--- src/rtl/alu_seq_if.sv ---
// Handshake bus for alu_seq: operand/op request side and result/flag response side.
// master drives requests and consumes results; slave is the ALU.
interface alu_seq_if #(
    parameter int WIDTH = 32
);
    logic             in_valid;
    logic             in_ready;
    logic [WIDTH-1:0] A;
    logic [WIDTH-1:0] B;
    logic [2:0]       ALUControl;
    logic             out_valid;
    logic             out_ready;
    logic [WIDTH-1:0] ALUResult;
    logic             zero;
    logic             ovf;
    logic             dz;

    modport master (
        output in_valid, A, B, ALUControl, out_ready,
        input  in_ready, out_valid, ALUResult, zero, ovf, dz
    );

    modport slave (
        input  in_valid, A, B, ALUControl, out_ready,
        output in_ready, out_valid, ALUResult, zero, ovf, dz
    );
endinterface

--- src/rtl/alu_seq.sv ---
// Sequential ALU: single-cycle logic/add/sub/compare, iterative shift-add multiply
// and restoring divide, with a valid/ready handshake on both sides.
module alu_seq #(
    parameter int WIDTH  = 32,
    parameter bit MUL_EN = 1'b1
) (
    input logic       clk,
    input logic       rst,
    alu_seq_if.slave  bus
);
    localparam logic [2:0] OP_AND  = 3'b000;
    localparam logic [2:0] OP_OR   = 3'b001;
    localparam logic [2:0] OP_ADD  = 3'b010;
    localparam logic [2:0] OP_DIVU = 3'b011;
    localparam logic [2:0] OP_SUB  = 3'b100;
    localparam logic [2:0] OP_MUL  = 3'b101;
    localparam logic [2:0] OP_SGTU = 3'b110;
    localparam logic [2:0] OP_REMU = 3'b111;

    localparam int              CW   = $clog2(WIDTH);
    localparam logic [CW-1:0]   LAST = CW'(WIDTH - 1);

    typedef enum logic [1:0] {IDLE, MUL, DIV, DONE} state_t;

    state_t           state;
    logic [CW-1:0]    cnt;
    logic [2:0]       op_r;
    logic [WIDTH-1:0] a_r;      // multiplicand, shifted left each MUL step
    logic [WIDTH-1:0] b_r;      // divisor
    logic [WIDTH-1:0] q;        // MUL: multiplier (shifts right); DIV: dividend -> quotient
    logic [WIDTH-1:0] acc;      // MUL: partial product; DIV: partial remainder
    logic [WIDTH-1:0] result;
    logic             zero_r;
    logic             ovf_r;
    logic             dz_r;
    logic             out_valid_r;

    // Single-cycle datapath, evaluated on the live inputs at acceptance
    logic [WIDTH-1:0] sum;
    logic [WIDTH-1:0] dif;
    logic [WIDTH-1:0] fast_res;
    logic             fast_ovf;
    logic             fast_dz;

    always_comb begin
        sum      = bus.A + bus.B;
        dif      = bus.A - bus.B;
        fast_res = '0;
        fast_ovf = 1'b0;
        fast_dz  = 1'b0;
        case (bus.ALUControl)
            OP_AND:  fast_res = bus.A & bus.B;
            OP_OR:   fast_res = bus.A | bus.B;
            OP_ADD: begin
                fast_res = sum;
                fast_ovf = (bus.A[WIDTH-1] == bus.B[WIDTH-1]) && (sum[WIDTH-1] != bus.A[WIDTH-1]);
            end
            OP_SUB: begin
                fast_res = dif;
                fast_ovf = (bus.A[WIDTH-1] != bus.B[WIDTH-1]) && (dif[WIDTH-1] != bus.A[WIDTH-1]);
            end
            OP_SGTU: fast_res = {{(WIDTH-1){1'b0}}, (bus.A > bus.B)};
            // Divide ops only take this path when B is zero
            OP_DIVU: begin
                fast_res = '1;
                fast_dz  = 1'b1;
            end
            OP_REMU: begin
                fast_res = bus.A;
                fast_dz  = 1'b1;
            end
            default: fast_res = '0;
        endcase
    end

    // One iteration of each multi-cycle algorithm
    logic [WIDTH-1:0] mul_next;
    logic [WIDTH:0]   rem_sh;
    logic [WIDTH:0]   rem_dif;
    logic [WIDTH-1:0] div_q_next;
    logic [WIDTH-1:0] div_r_next;

    always_comb begin
        mul_next = acc + (q[0] ? a_r : '0);
        rem_sh   = {acc, q[WIDTH-1]};
        rem_dif  = rem_sh - {1'b0, b_r};
        // Restoring step: keep the difference only when it did not go negative
        if (!rem_dif[WIDTH]) begin
            div_r_next = rem_dif[WIDTH-1:0];
            div_q_next = {q[WIDTH-2:0], 1'b1};
        end else begin
            div_r_next = rem_sh[WIDTH-1:0];
            div_q_next = {q[WIDTH-2:0], 1'b0};
        end
    end

    logic take_mul;
    logic take_div;

    assign take_mul = MUL_EN && (bus.ALUControl == OP_MUL);
    assign take_div = ((bus.ALUControl == OP_DIVU) || (bus.ALUControl == OP_REMU)) && (bus.B != '0);

    always_ff @(posedge clk or posedge rst) begin
        if (rst) begin
            state       <= IDLE;
            cnt         <= '0;
            op_r        <= '0;
            a_r         <= '0;
            b_r         <= '0;
            q           <= '0;
            acc         <= '0;
            result      <= '0;
            zero_r      <= 1'b1;
            ovf_r       <= 1'b0;
            dz_r        <= 1'b0;
            out_valid_r <= 1'b0;
        end else begin
            case (state)
                IDLE: begin
                    if (bus.in_valid) begin
                        op_r <= bus.ALUControl;
                        a_r  <= bus.A;
                        b_r  <= bus.B;
                        acc  <= '0;
                        cnt  <= '0;
                        if (take_mul) begin
                            q     <= bus.B;
                            state <= MUL;
                        end else if (take_div) begin
                            q     <= bus.A;
                            state <= DIV;
                        end else begin
                            q           <= bus.A;
                            result      <= fast_res;
                            zero_r      <= (fast_res == '0);
                            ovf_r       <= fast_ovf;
                            dz_r        <= fast_dz;
                            out_valid_r <= 1'b1;
                            state       <= DONE;
                        end
                    end
                end
                MUL: begin
                    acc <= mul_next;
                    a_r <= a_r << 1;
                    q   <= q >> 1;
                    cnt <= cnt + 1'b1;
                    // The last step's sum is the result, so it lands in DONE directly
                    if (cnt == LAST) begin
                        result      <= mul_next;
                        zero_r      <= (mul_next == '0);
                        ovf_r       <= 1'b0;
                        dz_r        <= 1'b0;
                        out_valid_r <= 1'b1;
                        state       <= DONE;
                    end
                end
                DIV: begin
                    acc <= div_r_next;
                    q   <= div_q_next;
                    cnt <= cnt + 1'b1;
                    if (cnt == LAST) begin
                        result      <= (op_r == OP_DIVU) ? div_q_next : div_r_next;
                        zero_r      <= ((op_r == OP_DIVU) ? div_q_next : div_r_next) == '0;
                        ovf_r       <= 1'b0;
                        dz_r        <= 1'b0;
                        out_valid_r <= 1'b1;
                        state       <= DONE;
                    end
                end
                DONE: begin
                    if (bus.out_ready) begin
                        out_valid_r <= 1'b0;
                        state       <= IDLE;
                    end
                end
                default: state <= IDLE;
            endcase
        end
    end

    assign bus.in_ready  = (state == IDLE) && !rst;
    assign bus.out_valid = out_valid_r;
    assign bus.ALUResult = result;
    assign bus.zero      = zero_r;
    assign bus.ovf       = ovf_r;
    assign bus.dz        = dz_r;
endmodule

--- src/flat_wrapper.sv ---
// flat-port wrapper written by rule: the top's interface ports become plain ports
module alu_seq_flat 
#(
    parameter int WIDTH  = 32,
    parameter bit MUL_EN = 1'b1
)
  (clk, rst, bus_in_valid, bus_A, bus_B, bus_ALUControl, bus_out_ready, bus_in_ready, bus_out_valid, bus_ALUResult, bus_zero, bus_ovf, bus_dz);
  alu_seq_if #(.WIDTH(WIDTH)) bus_i ();
  input logic clk;
  input logic rst;
  input wire logic [$bits(bus_i.in_valid)-1:0] bus_in_valid;
  input wire logic [$bits(bus_i.A)-1:0] bus_A;
  input wire logic [$bits(bus_i.B)-1:0] bus_B;
  input wire logic [$bits(bus_i.ALUControl)-1:0] bus_ALUControl;
  input wire logic [$bits(bus_i.out_ready)-1:0] bus_out_ready;
  output wire logic [$bits(bus_i.in_ready)-1:0] bus_in_ready;
  output wire logic [$bits(bus_i.out_valid)-1:0] bus_out_valid;
  output wire logic [$bits(bus_i.ALUResult)-1:0] bus_ALUResult;
  output wire logic [$bits(bus_i.zero)-1:0] bus_zero;
  output wire logic [$bits(bus_i.ovf)-1:0] bus_ovf;
  output wire logic [$bits(bus_i.dz)-1:0] bus_dz;
  assign bus_i.in_valid = bus_in_valid;
  assign bus_i.A = bus_A;
  assign bus_i.B = bus_B;
  assign bus_i.ALUControl = bus_ALUControl;
  assign bus_i.out_ready = bus_out_ready;
  assign bus_in_ready = bus_i.in_ready;
  assign bus_out_valid = bus_i.out_valid;
  assign bus_ALUResult = bus_i.ALUResult;
  assign bus_zero = bus_i.zero;
  assign bus_ovf = bus_i.ovf;
  assign bus_dz = bus_i.dz;
  alu_seq #(.WIDTH(WIDTH), .MUL_EN(MUL_EN)) u_core (.clk(clk), .rst(rst), .bus(bus_i));
endmodule
--- config.mk ---
export PLATFORM = sky130hd
export DESIGN_NAME = alu_seq_flat
export DESIGN_NICKNAME = d
export VERILOG_FILES = /design/src/rtl/alu_seq_if.sv /design/src/rtl/alu_seq.sv /design/src/flat_wrapper.sv
export SDC_FILE = /design/constraint.sdc
export NUM_CORES = 1
export LEC_CHECK = 0
export ABC_CLOCK_PERIOD_IN_PS = 8000
export CAP_MARGIN = 20
export CORE_MARGIN = 2
export CORE_UTILIZATION = 45
export DETAILED_ROUTE_END_ITERATION = 16
export HOLD_SLACK_MARGIN = 0.15
export PLACE_DENSITY = 0.71
export SLEW_MARGIN = 10
export SYNTH_ARGS = -nofsm -noshare
export SYNTH_HDL_FRONTEND = slang
export SYNTH_SLANG_ARGS = --single-unit
--- constraint.sdc ---
create_clock -name clk -period 8 [get_ports clk]
set_clock_uncertainty 0.1 [all_clocks]
set_input_delay 1.6 -clock clk [delete_from_list [all_inputs] [get_ports clk]]
set_output_delay 1.6 -clock clk [all_outputs]
set_load 0.01 [all_outputs]
[After elaboration in Yosys (flattened, before gate mapping)]
Cells that the tools add are included.
Cells by class
  add/subtract/negate cells: 5
  $lt $le $gt $ge: 1
  eq/ne operators: 23
  mux-type cells: 49
  bitwise gates (word level): 2
  reductions and logical operators: 25
Operators with widths (count)
  2-to-1 mux 32 bit: 12
  one-hot mux 32 bit (3 select lines): 3
  one-hot mux 32 bit (7 select lines): 1
  zero test 32 bit: 3
  adder 32 bit: 2
  one-hot mux 32 bit (2 select lines): 1
  subtractor 33 x 32 -> 33 bit: 1
  bitwise AND 32 bit: 1
  greater-than comparator 32 bit: 1
  OR 32 bit: 1
  nonzero test 32 bit: 1
  subtractor 32 bit: 1
  2-to-1 mux 1 bit: 20
  == test 3 bit (second input constant): 4
  one-hot mux 5 bit (2 select lines): 1
  AND reduction 5 bit: 2
  == test 3 x 2 -> 1 bit (second input constant): 3
  2-to-1 mux 2 bit: 4
  inequality test 2 bit (second input constant): 4
  AND reduction 2 bit: 4
  inequality test 2 x 1 -> 1 bit (second input constant): 3
  one-hot mux 1 bit (2 select lines): 3
  one-hot mux 1 bit (3 select lines): 2
  one-hot mux 2 bit (3 select lines): 1
  other kinds (18): 26
Storage, ports and cells
  register bits after elaboration: 174
  bits of input ports: 71
  logic and storage cells: 117

[Depth between registers and ports, before layout]
Gate-level depths: netlist of run 1.
  word-level depth: 8
  depth in mapped cells: 19
  depth with buffers taken out: 16

[Worst setup path before layout of run 1]
No wires, ideal clock.
  kind: input to register
  from: input port bus_B[3]
  to: register u_core.zero_r (netlist: u_core.bus.zero)
  setup time: 0.077 ns
  data arrival time: 4.881 ns
  setup slack: 2.942 ns
  stages: 16
  path buffers: 1
  path through: inv_1 -> ha_1 -> clkbuf_1 -> inv_1 -> a221oi_1 -> o221ai_1 -> a21oi_1 -> o21bai_1 -> a31o_1 -> nand3_1 -> o21ai_0 -> a2111o_1 -> or4_1 -> nor4_1 -> nand3_1 -> a31oi_1
On the way
  cells in the longest elaborated chain, start to end: 7
Ends and longest elaborated chain
  from (decl): line flat_wrapper.sv:13  | input wire logic [$bits(bus_i.B)-1:0] bus_B;
  subtractor 32 bit (tied with other cells): line alu_seq.sv:47  | dif = bus.A - bus.B;
  one-hot mux 32 bit (7 select lines): line alu_seq.sv:51  | case (bus.ALUControl)
  zero test 32 bit: line alu_seq.sv:135  | zero_r <= (fast_res == '0);
  2-to-1 mux 1 bit: line alu_seq.sv:129  | end else if (take_div) begin
  2-to-1 mux 1 bit: line alu_seq.sv:126  | if (take_mul) begin
  2-to-1 mux 1 bit: line alu_seq.sv:120  | if (bus.in_valid) begin
  one-hot mux 1 bit (3 select lines): line alu_seq.sv:118  | case (state)
  to (signal assigned): line alu_seq.sv:135
  to (signal assigned): line alu_seq.sv:151  | zero_r <= (mul_next == '0);
  to (decl): line alu_seq.sv:33  | logic zero_r;
Several ways; a longest one is shown, not always the timed one. The select of a mux whose other input is x is not followed.
A chain may end at the register's enable or synchronous reset.

[Final worst setup path of run 1]
  from: input port bus_B[0]
  to: register u_core.zero_r (netlist: u_core.bus.zero)
The elaborated chain is that of the path after synthesis.

==> run_results.csv, run 1 <==
group,metric,value,unit
outcome,status,"complete, no violations",
routing,dr_wl_met3,6.95,mm
routing,drt-initial-drc-count,2344,
routing,viasPerCell,6.61,
synthesis,synth-xor-area-share,2.76,%
final_layout,nFillCells,4061,
cts,clock_path_buffers,2,
routing,drt-pass1-iter-count,6,
routing,drt_wl_total,73.3,mm
cts,cts.repair.resized,0,
setup_path,crit_arrival,6.92,ns
synthesis,ys_seq_area_share,23.2,%
synthesis,post-synth-top-area-fraction,23.1,%
floorplan,pin_count,108,
placement,dp_hpwl,55.5,mm
synthesis,ys_top_cells_by_count,"nand2_1 (289), o21ai_0 (285), nor2_1 (183)",
sta,period_needed,6.61,ns
sta,maxSlewHeadroom,24.7,%
floorplan,dieArea,43300,um^2
routing,ant_nets,0,
grt,grtUsageTotal,33.0,%
routing,drc_errors,0,
synthesis,synth_nets,2729,
floorplan,die_h,208,um
routing,wl_met2,31.2,mm
floorplan,die_x,208,um
synthesis,synthMuxAreaShare,4.59,%
floorplan,start_util,45.8,%
synthesis,yosys.area_share.adder,11.7,%
routing,wire_per_inst,24.3,um
final_layout,fin_nets,2715,
sta,fin_setup_tns,0,ns
hold_path,hold_class,"reg2reg",
final_layout,post-route-util,50.8,%
setup_path,crit_fanout,6,
power,p_leak,9.05,nW
cts,worstSkewPairLatency,0.47,ns
final_layout,drive_gt1_share,6.00,%
sta,period_share,82.7,%
synthesis,synth_edf_count,0,
run,maxCapViolCount,0,
synthesis,syn_inst,2485,
synthesis,synth_compound_area_share,31.3,%
synthesis,ys.flop_type,"dfrtp_1",
synthesis,synth_top_cells_by_area,"dfrtp_1 (23%), ha_1 (11%), o21ai_0 (7.6%)",
grt,antenna_found_initial,2,
grt,overflow,0,
grt,grt_pass1_wl,112,mm
synthesis,ys_ff_latch,174,
grt,grt_max_degree,98,
placement,gp_congestion,1.00,
power,irDropWorstVdd,329,uV
floorplan,core,40900,um^2
cts,cts_tree,"yes",
synthesis,synth_warnings,0,
cts,numCtsBuffers,17,
cts,cts_root_buffer,"clkbuf_16",
setup_path,criticalPathCategory,"in2reg",
sta,maxSlewViolCount,0,
sta,fmax,151,MHz
synthesis,synth_top_family_by_area,"compound AO/OA/AOI/OAI gates",
sta,rsz0062_at_grt,"false",
routing,drt-met1-wl,32.6,mm
power,p_per_area,432,nW/um^2
cts,hold_buffers,0,
floorplan,rows,74,
grt,grt_pass1_vias,18400,
setup_path,cp-start-kind,"input port",
cts,cts_setup_buffers,0,
cts,clk_pin_slew,0.08,ns
synthesis,synth.avg_cell_area,7.54,um^2
setup_path,worstPathRequired,8.30,ns
placement,portBuffers,107,
sta,setup_viol,0,
sta,tightestPinTransition,1.13,ns
setup_path,crit_path_end_kind,"flip-flop",
cts,cts.sinks,174,
synthesis,async_flop_share,100,%
routing,vias,19900,
synthesis,yosysTopAreaCell,"dfrtp_1",
cts,cts.htree.levels,4,
final_layout,syn_to_final_growth,10.9,%
synthesis,synthSimpleGateAreaFrac,19.7,%
synthesis,yosysUniqueCellTypes,97,
setup_path,reg2reg_slack,1.89,ns
sta,final_hold_viol_count,0,
synthesis,yosysMostFrequentCell,"nand2_1",
routing,highest_layer,"met4",
synthesis,syn_area,18700,um^2
==> area by class of cell <==
class                      count  area (um^2)  share of cell area, %
multi-input combinational   1986        13200                   63.5
sequential                   174         4360                   21.0
timing repair buffer         139         1360                   6.55
tap                          532          666                   3.20
inverter                     153          579                   2.79
clock buffer                  18          439                   2.11
clock inverter                14          181                  0.873
antenna                        2         5.00                 0.0241
==> where the power goes <==
group	switching, mW	internal (mW)	total, mW
Combinational	4.04	2.31	6.35
Clock	0.413	0.507	0.920
Sequential	0.397	1.31	1.70
==> path summary, 6_finish.rpt <==
| path | cells after the start | start | end |
|---|---|---|---|
| max in group asynchronous | 4 | rst | u_core.bus.ALUResult[10] |
| hold / removal | 2 | u_core.b_r[25] | u_core.b_r[25] |
| min in group asynchronous | 2 | rst | u_core.bus.ALUResult[25] |
| setup / recovery | 17 | bus_B[0] | u_core.bus.zero |
| setup reg to reg | 17 | u_core.q[31] | u_core.bus.zero |
| hold reg to reg | 2 | u_core.b_r[25] | u_core.b_r[25] |
==> worst max-delay path: stages <==
cell and delay (ns):
clkdlybuf4s50_1 0.70, ha_1 0.29, inv_1 0.07, fa_1 0.40, nand2b_1 0.20, a211oi_1 0.58
o311ai_0 0.40, a2111oi_0 0.78, or3b_1 0.32, a221o_1 0.31, o221a_2 0.22, o21ai_0 0.10
nor2_1 0.15, nand4_1 0.11, nor4_1 0.35, nand3_1 0.13, a31oi_1 0.18
==> per-stage QoR <==
stage	power [mW]	cells	instance area (um^2)	hold WS [ns]	setup slack [ns]
after floorplan	5.92	2485	18700	0.350	1.58
after global placement	7.74	2981	20100	0.362	1.16
after detailed placement	7.82	2982	20100	0.371	1.08
after CTS	8.77	3014	20700	0.386	1.56
after global routing	9.53	3017	20800	0.415	1.20
final	8.97	3018	20800	0.383	1.39
==> sequential cells by signal, summed over array words and instances (netlist names) <==
name                  flops
u_core.bus.ovf            1
u_core.bus.out_valid      1
u_core.op_r               3
u_core.state              2
u_core.bus.zero           1
u_core.a_r               32
u_core.cnt                5
u_core.q                 32
u_core.bus.ALUResult     32
u_core.bus.dz             1
u_core.b_r               32
u_core.acc               32
==> placed cells by master, fill, tap and decap left out, drive strengths merged, types with 19 or more instances in the layout <==
cell,count
a211oi,49
a21oi,166
nand3,48
mux2,37
ha,169
a22oi,39
nor4,40
dfrtp,173
a21o,35
a31oi,24
nor3,37
nand2,289
clkdlybuf4s50,107
xor2,20
mux2i,44
inv,157
a221oi,40
o31ai,43
o211ai,22
xnor2,39
and2,43
nand4,23
clkbuf,19
buf,31
nor2,183
o21ai,293
nand2b,19
==> cells by family (layout without fill, tap and decap cells) <==
logic type / Yosys count / after routing
other cells: 0 / 2
flops: 174 / 174
compound gates: 896 / 896
fa+ha+maj: 173 / 173
buf+inv: 325 / 324
simple gates: 777 / 777
mux: 81 / 81
xor+xnor: 59 / 59
==> metal layers <==
layer | track usage [%] | up-vias
li1 | - | 9081
met1 | 48.3 | 9646
met2 | 48.7 | 1078
met3 | 5.62 | 137
met4 | 11.2 | 0
met5 | 0 | -
Note: power is estimated with default switching activity, not from simulation.
==> run 2: changes to the inputs <==
Settings changed: ABC_CLOCK_PERIOD_IN_PS 8000 to 5940, PLACE_DENSITY 0.71 to 0.73.
Clock period 8 ns to 5.94 ns, I/O delays scaled along.
==> run 2 against run 1 <==
Global-route usage grew 0.68 points. Flip-flop and latch count stayed put. Wire length up 1.8%. Worst hold slack got worse by 0.00062 ns. Clock-buffer cell count is 2 higher. Cell area rose by 3.4%. Utilization rose by 1.7 points. Critical endpoint unchanged. Cell count up 3.2%. Die area unchanged.
==> run_results.csv, run 2 (same netlist as run 1, synthesis figures left out) <==
group,metric,value,unit
cts,clock_path_buffers,2,
grt,grtUsageTotal,33.6,%
cts,cts.sinks,174,
routing,drt-pass1-iter-count,6,
setup_path,crit_arrival,5.83,ns
routing,viasPerCell,6.52,
cts,cts_root_buffer,"clkbuf_16",
power,power.share.switching,53.5,%
power,p_total,12.1,mW
grt,grt_pass1_wl,114,mm
setup_path,reg2reg_slack,0.40,ns
cts,cts.htree.levels,4,
final_layout,diodes,0,
final_layout,regArea,4360,um^2
routing,wire_per_inst,24.0,um
floorplan,rows,74,
sta,tightestPinTransition,1.07,ns
final_layout,mostFrequentLayoutCells,"nand2_1 (288), o21ai_0 (285), nor2_1 (183), dfrtp_1 (173), ha_1 (166)",
routing,drt_wl_total,74.7,mm
power,irDropWorstVdd,506,uV
cts,worstSkewPairLatency,0.45,ns
final_layout,fin_nets,2815,
setup_path,crit_path_end_kind,"flip-flop",
run,maxCapViolCount,0,
setup_path,criticalPathCategory,"reg2reg",
power,intPower,5.62,mW
power,power_frac_comb,71.2,%
power,p_clk_share,9.8,%
final_layout,drive_gt1_share,9.64,%
routing,vias,20300,
final_layout,syn_to_final_growth,14.7,%
grt,overflow,0,
power,p_per_area,562,nW/um^2
placement,place_ws,-0.0923,ns
setup_path,cp-start-kind,"flip-flop",
placement,portBuffers,107,
floorplan,die_x,208,um
sta,fmax,180,MHz
setup_path,worstPathRequired,6.23,ns
routing,drc_errors,0,
final_layout,final_common_cell,"nand2_1",
hold_path,hold_class,"reg2reg",
power,p_leak,9.52,nW
sta,maxSlewHeadroom,28.6,%
cts,cts_setup_buffers,0,
floorplan,pin_count,108,
power,power_frac_seq,19.0,%
sta,period_needed,5.54,ns
power,power.switching,6.46,mW
sta,fin_ws,0.395,ns
routing,ant_nets,0,
floorplan,core,40900,um^2
sta,final_hold_viol_count,0,
grt,antenna_found_initial,0,
sta,maxSlewViolCount,0,
final_layout,multiInputGateArea,13200,um^2
setup_path,crit_fanout,9,
final_layout,nFillCells,3944,
floorplan,dieArea,43300,um^2
grt,grt_pass1_vias,19100,
setup_path,crit_start,"u_core.b_r[5]",
cts,cts_tree,"yes",
floorplan,die_h,208,um
hold_path,min-delay-start,"u_core.b_r[22]",
sta,rsz0062_at_grt,"false",
outcome,status,"complete, no violations",
setup_path,reg2reg_from,"u_core.b_r[5]",
placement,dp_hpwl,57.5,mm
sta,period_share,93.3,%
final_layout,post-route-util,52.5,%
placement,gp_congestion,1.04,
floorplan,start_util,45.8,%
routing,drt-initial-drc-count,2322,
cts,clk_pin_slew,0.07,ns
cts,cts.repair.resized,0,
grt,grt_max_degree,175,
cts,numCtsBuffers,17,
cts,hold_buffers,0,
sta,setup_viol,0,
-- run 2: cell types whose count changed in the layout (fill, tap and decap cells not counted), sizes merged --
cell,before,now
diode,2,0
buf,31,132
clkinvlp,2,1
bufinv,3,2
clkbuf,19,20
-- run 2: path summary, 6_finish.rpt --
path	to	cells after the start
worst max-delay path	u_core.bus.zero	16
worst min register to register	u_core.b_r[22]	2
worst min-delay path	u_core.b_r[22]	2
worst max register to register	u_core.bus.zero	16
max in group asynchronous	u_core.b_r[7]	3
min in group asynchronous	u_core.bus.ALUResult[24]	3
-- run 2: power groups by stage --
stage	clock network [mW]	registers, mW	logic, mW
3_3_place_gp	0	2.26	8.17
2_1_floorplan	0	2.13	5.84
6_report	1.19	2.29	8.60
5_1_grt	1.24	2.35	9.25
3_5_place_dp	0	2.28	8.33
4_1_cts	1.19	2.26	8.38
-- run 2: through the flow --
| stage | cells | instance area (um^2) | hold WS, ns | setup TNS (ns) |
|---|---|---|---|---|
| 2_1_floorplan | 2485 | 18700 | 0.350 | 0 |
| 4_1_cts | 3116 | 21500 | 0.385 | 0 |
| 5_1_grt | 3116 | 21500 | 0.410 | 0 |
| 6_report | 3116 | 21500 | 0.382 | 0 |
| 3_5_place_dp | 3084 | 20900 | 0.370 | -0.0923 |
| 3_3_place_gp | 3084 | 20900 | 0.363 | 0 |
-- run 2: cell type report --
cell class,count,area share [%]
clock inverter,12,0.681
timing repair buffer,239,9.71
clock buffer,20,2.17
multi-input combinational,1986,61.4
inverter,153,2.69
sequential,174,20.3
tap,532,3.10
-- run 2: critical path, cell delays in order (launching register included) --
cell and delay (ns):
dfrtp_1 0.41, inv_1 0.07, ha_1 0.35, a21o_1 0.20, a211o_1 0.31, o21ba_1 0.24, buf_4 0.16, o2111a_2 0.29
a211oi_4 0.60, mux2_1 0.43, mux2_2 0.29, or4_1 0.48, or4_1 0.50, nor4_1 0.44, and4bb_1 0.26, o21ai_1 0.12
a31oi_1 0.24
-- run 2: layer usage --
| metal | up-vias | global-route usage, % | share of wire, % |
|---|---|---|---|
| met3 | 143 | 5.65 | 10 |
| met5 | - | 0 | 0 |
| met1 | 9744 | 48.0 | 43 |
| li1 | 9277 | - | - |
| met2 | 1142 | 51.6 | 44 |
| met4 | 0 | 10.9 | 3.1 |
